`config.mk`:
```
export PLATFORM = sky130hd
export DESIGN_NAME = axil_avalon_rw_scheduler
export DESIGN_NICKNAME = d
export VERILOG_FILES = /design/src/rtl/axil_avalon_rw_scheduler.sv
export SDC_FILE = /design/constraint.sdc
export NUM_CORES = 1
export LEC_CHECK = 0
export ABC_AREA = 1
export CELL_PAD_IN_SITES_DETAIL_PLACEMENT = 1
export CELL_PAD_IN_SITES_GLOBAL_PLACEMENT = 1
export CORE_ASPECT_RATIO = 0.5
export CORE_MARGIN = 2
export CORE_UTILIZATION = 30
export CTS_BUF_LIST = sky130_fd_sc_hd__clkbuf_16
export CTS_CLUSTER_SIZE = 16
export DETAILED_ROUTE_END_ITERATION = 7
export PLACE_DENSITY_LB_ADDON = 0.1
export SLEW_MARGIN = 0
export SYNTH_ARGS = -nofsm -noshare
export SYNTH_HDL_FRONTEND = slang
export SYNTH_SLANG_ARGS = --single-unit
```
`constraint.sdc`:
```
create_clock -name ACLK -period 3.25 [get_ports ACLK]
set_input_delay 0.65 -clock ACLK [delete_from_list [all_inputs] [get_ports ACLK]]
set_output_delay 0.65 -clock ACLK [all_outputs]
set_load 0.01 [all_outputs]
```
`src/rtl/axil_avalon_rw_scheduler.sv`:
```
// AXI4-Lite to Avalon-MM bridge: serialises reads and writes onto one Avalon master
// port with round-robin arbitration, address-window decode and a waitrequest timeout.
module axil_avalon_rw_scheduler #(
  parameter logic [31:0] C_BASEADDR = 32'h0000_0000,
  parameter logic [31:0] C_HIGHADDR = 32'h0000_FFFF,
  parameter int unsigned C_TIMEOUT  = 256
) (
  input  logic        ACLK,
  input  logic        ARESETN,
  input  logic [31:0] S_AXI_AWADDR,
  input  logic        S_AXI_AWVALID,
  output logic        S_AXI_AWREADY,
  input  logic [31:0] S_AXI_WDATA,
  input  logic [3:0]  S_AXI_WSTRB,
  input  logic        S_AXI_WVALID,
  output logic        S_AXI_WREADY,
  output logic [1:0]  S_AXI_BRESP,
  output logic        S_AXI_BVALID,
  input  logic        S_AXI_BREADY,
  input  logic [31:0] S_AXI_ARADDR,
  input  logic        S_AXI_ARVALID,
  output logic        S_AXI_ARREADY,
  output logic [31:0] S_AXI_RDATA,
  output logic [1:0]  S_AXI_RRESP,
  output logic        S_AXI_RVALID,
  input  logic        S_AXI_RREADY,
  output logic [31:0] oAvsPcpAddress,
  output logic [3:0]  oAvsPcpByteenable,
  output logic        oAvsPcpRead,
  output logic        oAvsPcpWrite,
  output logic [31:0] oAvsPcpWritedata,
  input  logic [31:0] iAvsPcpReaddata,
  input  logic        iAvsPcpWaitrequest
);
  localparam int unsigned CNT_W = $clog2(C_TIMEOUT);
  localparam logic [1:0] RESP_OKAY   = 2'b00;
  localparam logic [1:0] RESP_SLVERR = 2'b10;
  localparam logic [1:0] RESP_DECERR = 2'b11;

  typedef enum logic [2:0] {IDLE, WR_ACC, RD_ACC, WR_RESP, RD_RESP} state_t;

  state_t           state_q, state_d;
  logic             last_wr_q, last_wr_d;
  logic [31:0]      addr_q, addr_d;
  logic [31:0]      wdata_q, wdata_d;
  logic [31:0]      rdata_q, rdata_d;
  logic [3:0]       be_q, be_d;
  logic [1:0]       resp_q, resp_d;
  logic [CNT_W-1:0] wait_cnt_q, wait_cnt_d;
  logic             wr_pend, rd_pend, grant_wr, grant_rd;
  logic             aw_in_win, ar_in_win;

  // Offset-from-base compare covers both window bounds with one unsigned test.
  assign aw_in_win = (S_AXI_AWADDR - C_BASEADDR) <= (C_HIGHADDR - C_BASEADDR);
  assign ar_in_win = (S_AXI_ARADDR - C_BASEADDR) <= (C_HIGHADDR - C_BASEADDR);

  assign wr_pend  = S_AXI_AWVALID & S_AXI_WVALID;
  assign rd_pend  = S_AXI_ARVALID;
  assign grant_wr = ARESETN & (state_q == IDLE) & wr_pend & (~rd_pend | ~last_wr_q);
  assign grant_rd = ARESETN & (state_q == IDLE) & rd_pend & (~wr_pend | last_wr_q);

  assign S_AXI_AWREADY     = grant_wr;
  assign S_AXI_WREADY      = grant_wr;
  assign S_AXI_ARREADY     = grant_rd;
  assign S_AXI_BVALID      = (state_q == WR_RESP);
  assign S_AXI_RVALID      = (state_q == RD_RESP);
  assign S_AXI_BRESP       = resp_q;
  assign S_AXI_RRESP       = resp_q;
  assign S_AXI_RDATA       = rdata_q;
  assign oAvsPcpAddress    = addr_q;
  assign oAvsPcpByteenable = be_q;
  assign oAvsPcpWritedata  = wdata_q;
  assign oAvsPcpWrite      = (state_q == WR_ACC);
  assign oAvsPcpRead       = (state_q == RD_ACC);

  always_comb begin
    state_d    = state_q;
    last_wr_d  = last_wr_q;
    addr_d     = addr_q;
    wdata_d    = wdata_q;
    rdata_d    = rdata_q;
    be_d       = be_q;
    resp_d     = resp_q;
    wait_cnt_d = wait_cnt_q;
    case (state_q)
      IDLE: begin
        if (grant_wr) begin
          addr_d     = {S_AXI_AWADDR[31:2], 2'b00};
          wdata_d    = S_AXI_WDATA;
          be_d       = S_AXI_WSTRB;
          last_wr_d  = 1'b1;
          wait_cnt_d = '0;
          resp_d     = RESP_OKAY;
          if (!aw_in_win) begin
            resp_d  = RESP_DECERR;
            state_d = WR_RESP;
          end else if (S_AXI_WSTRB == 4'h0) begin
            state_d = WR_RESP;
          end else begin
            state_d = WR_ACC;
          end
        end else if (grant_rd) begin
          addr_d     = {S_AXI_ARADDR[31:2], 2'b00};
          be_d       = '1;
          last_wr_d  = 1'b0;
          wait_cnt_d = '0;
          rdata_d    = '0;
          resp_d     = RESP_OKAY;
          if (!ar_in_win) begin
            resp_d  = RESP_DECERR;
            state_d = RD_RESP;
          end else begin
            state_d = RD_ACC;
          end
        end
      end
      WR_ACC, RD_ACC: begin
        if (!iAvsPcpWaitrequest) begin
          resp_d  = RESP_OKAY;
          if (state_q == RD_ACC) rdata_d = iAvsPcpReaddata;
          state_d = (state_q == RD_ACC) ? RD_RESP : WR_RESP;
        end else if (wait_cnt_q == CNT_W'(C_TIMEOUT - 1)) begin
          resp_d  = RESP_SLVERR;
          rdata_d = '0;
          state_d = (state_q == RD_ACC) ? RD_RESP : WR_RESP;
        end else begin
          wait_cnt_d = wait_cnt_q + 1'b1;
        end
      end
      WR_RESP: if (S_AXI_BREADY) state_d = IDLE;
      RD_RESP: if (S_AXI_RREADY) state_d = IDLE;
      default: state_d = IDLE;
    endcase
  end

  always_ff @(posedge ACLK) begin
    if (!ARESETN) begin
      state_q    <= IDLE;
      last_wr_q  <= 1'b0;
      addr_q     <= '0;
      wdata_q    <= '0;
      rdata_q    <= '0;
      be_q       <= '0;
      resp_q     <= '0;
      wait_cnt_q <= '0;
    end else begin
      state_q    <= state_d;
      last_wr_q  <= last_wr_d;
      addr_q     <= addr_d;
      wdata_q    <= wdata_d;
      rdata_q    <= rdata_d;
      be_q       <= be_d;
      resp_q     <= resp_d;
      wait_cnt_q <= wait_cnt_d;
    end
  end
endmodule

```
==> results by group <==
GRT
  – Most Crowded Layer GR: met2
  – GRT Util Overall: 19.4%
  – Number of global-route vias before repair: 5441
  – Met1 usage: 21.7%
  – Largest net degree at the start of global routing: 103
  – Met3 Resource Use GR: 8.17%
  – First-pass GRT wire length: 27.5 mm
  – Initial antenna violation count: 0
  – Met2 GRT Util: 34.9%
  – Total grt overflow: 0

Run
  – Max-cap check violation count: 0

CTS
  – PostCTS Resize Cnt: 0
  – # clock sinks: 112
  – Clock buffer depth: 2
  – # Post-CTS Setup Buffers: 0
  – Num CTS Buffers: 9
  – CTS tree: built
  – Worst-path clk slew: 0.07 ns
  – Clk root buf: clkbuf_16
  – Quantity of hold-fixing buffers added after cts: 0
  – Clk_lat worst skew: 0.35 ns
  – # H-tree levels: 3

Synthesis
  – Synth warnings: 0
  – Post-synth EDFFs: 0
  – Asr flop ratio synth: 0%
  – Most used DFF post-synth: dfxtp_1
  – #FFs+latches synth: 112
  – Seq/Total Area, Yosys: 44.2%
  – Synth Area per Inst: 7.30 um2
  – Top cell type by total area after synthesis: dfxtp_1
  – Top post-synthesis cells by area: dfxtp_1 44%, nand2_1 17%, o21ai_0 6.7%
  – Syn Std Cell Area: 5070 um2
  – Post-Synthesis Cells: 695
  – Post-synth top area share: 44.2%
  – Count of cell types in the netlist: 32

STA
  – Slew @ Worst Pin: 0.669 ns
  – Hold_ws: 0.472 ns
  – Achievable Freq: 346 MHz
  – Tmin final: 2.89 ns
  – Setup_tns: 0 ns
  – RSZ-0062 raised after global routing: false
  – Tcrit/Tclk final: 89.0%
  – Final hold viol count: 0
  – Max_slew headroom: 55.4%
  – Final setup fails: 0
  – Slew Viols, Final: 0
  – Clk_skew: 0.00476 ns

Detailed routing
  – Drt pass-1 iters: 4
  – Drt total wl: 17.3 mm
  – DRC viols: 0
  – DRT iter0 DRCs: 172
  – Vias per inst: 4.52
  – Antenna Nets Post-Route: 0
  – Via count: 5162
  – WL per Instance: 15.2 um

Critical path
  – WS Path Type: input port to output pin
  – Reg2Reg Depth: 8
  – CP required: 2.60 ns
  – Setup crit end kind: output pin
  – RR Endpoint: wait_cnt_q[6]
  – R2r startpoint: state_q[0]
  – CP Launch Type: input port
  – R2r setup slk: 1.14 ns
  – Crit Path Max Fanout: 3
  – Crit path DAT: 2.24 ns

Hold path
  – Worst hold stages: 2
  – Hold Crit Start: oAvsPcpWritedata[28]
  – Hold EP: oAvsPcpWritedata[28]
  – HP Class: flop to flop

Floorplanning
  – Standard-cell rows: 33
  – Chip height: 95.9 um
  – Die ar.: 18000 um2
  – DIE WIDTH: 188 um
  – Starting Density: 30.8%
  – I/O pin count: 251
  – Core area: 16500 um2

Layout
  – Share of post-route cells with drive strength above 1: 10.1%
  – # nets final: 1051
  – Layout area overhead: 55.0%
  – Final instance area: 7860 um2
  – Diodes inserted: 0

Placed design
  – Area after DPL: 7580 um2
  – Placer congestion estimate: 0.758
  – Detailed Place HPWL: 12.5 mm
  – Port buffer count: 244

Power
  – Tot Pwr: 3.35 mW
  – VDD IR max: 0.254 mV
  – Leakage power: 2.94 nW
  – PD cells: 426 nW/um2

Status
  – Status: finished, final reports clean
[state kept, by name (all words and copies together) (netlist names)]
name / flops
S_AXI_RDATA: 32
oAvsPcpWritedata: 32
oAvsPcpAddress: 30
wait_cnt_q: 8
oAvsPcpByteenable: 4
state_q: 3
S_AXI_BRESP: 2
last_wr_q: 1
[metal layers]
metal  up-vias  part of all wire [%]
met5         -                     0
met4         0                   1.1
met3        12                   8.3
met2       142                    47
met1      2382                    43
li1       2626                     -
[worst max-delay path, stage by stage]
cell and delay, ns:
clkdlybuf4s50_1 0.51, nand2_1 0.07, nand3_1 0.19, nand2_1 0.13
nor2_1 0.13, clkdlybuf4s50_1 0.56
[cell usage after synthesis, types with 2 or more instances]
| cell type | n |
|---|---|
| inv_1 | 56 |
| nand3_1 | 7 |
| buf_12 | 3 |
| a21oi_1 | 15 |
| buf_6 | 2 |
| inv_2 | 3 |
| nand2_1 | 229 |
| buf_2 | 13 |
| a211oi_1 | 4 |
| nor2_2 | 30 |
| nand3_2 | 4 |
| dfxtp_1 | 112 |
| o21ai_0 | 68 |
| nand4_1 | 3 |
| nor3_1 | 5 |
| clkbuf_1 | 19 |
| a21oi_2 | 31 |
| a31oi_1 | 31 |
| nor2_1 | 37 |
| buf_4 | 11 |
[cells by family (layout without fill, tap and decap cells)]
logic type                 count (synthesis)  count (layout)  share of synthesized area (%)
and+or+nand+nor                          321             321                           26.7
AOI/OAI and AO/OA                        151             151                           18.2
DFF                                      112             112                           44.2
buffers and inverters                    108             326                           10.4
adders and majority gates                  1               1                          0.247
other                                      1               2                         0.0739
xor gates and xnor gates                   1               1                          0.173
[through the flow]
| stage | util [%] | setup WS, ns | std cells |
|---|---|---|---|
| 2_1_floorplan | - | 1.14 | 696 |
| 3_3_place_gp | 46.0 | 0.368 | 1126 |
| 3_5_place_dp | 46.0 | 0.345 | 1126 |
| 4_1_cts | 47.7 | 0.337 | 1141 |
| 5_1_grt | 47.7 | 0.274 | 1141 |
| 6_report | 47.7 | 0.359 | 1141 |
[how the worst max path moves through the flow]
stage,slack [ns],depth (start not counted),end,from
after floorplan,1.14,6,S_AXI_WREADY,S_AXI_ARVALID
after global placement,0.37,6,S_AXI_ARREADY,S_AXI_ARVALID
after global routing,0.27,6,S_AXI_ARREADY,S_AXI_ARVALID
after CTS,0.34,6,S_AXI_ARREADY,S_AXI_ARVALID
final,0.36,6,S_AXI_ARREADY,S_AXI_ARVALID
after detailed placement,0.34,6,S_AXI_ARREADY,S_AXI_ARVALID
[where the power goes]
| part | internal (mW) | switching, mW | leakage, nW |
|---|---|---|---|
| logic | 0.380 | 0.375 | 1.89 |
| registers | 1.46 | 0.0438 | 0.914 |
| clock network | 0.584 | 0.504 | 0.135 |
[layout make-up]
| type | instances | area [um2] |
|---|---|---|
| tap | 227 | 284 |
| clock inverter | 6 | 52.6 |
| multi-input combinational | 476 | 2320 |
| inverter | 60 | 225 |
| fill | 2009 | 8610 |
| sequential | 112 | 2240 |
| clock buffer | 9 | 225 |
| timing repair buffer | 251 | 2510 |
[cell usage in the layout, fill, tap and decap left out, types with 4 or more instances in the layout]
| master | instances |
|---|---|
| dfxtp_1 | 112 |
| a21oi_1 | 15 |
| nand3_2 | 4 |
| nor2_1 | 37 |
| nand3_1 | 7 |
| nor2_2 | 29 |
| clkdlybuf4s50_1 | 243 |
| nand2_1 | 229 |
| clkbuf_16 | 9 |
| inv_1 | 57 |
| inv_2 | 4 |
| o21ai_0 | 68 |
| a21oi_2 | 30 |
| a31oi_1 | 31 |
| a211oi_1 | 4 |
| buf_4 | 5 |
| nor3_1 | 5 |
No activity file was read; power rests on OpenSTA's default activity.
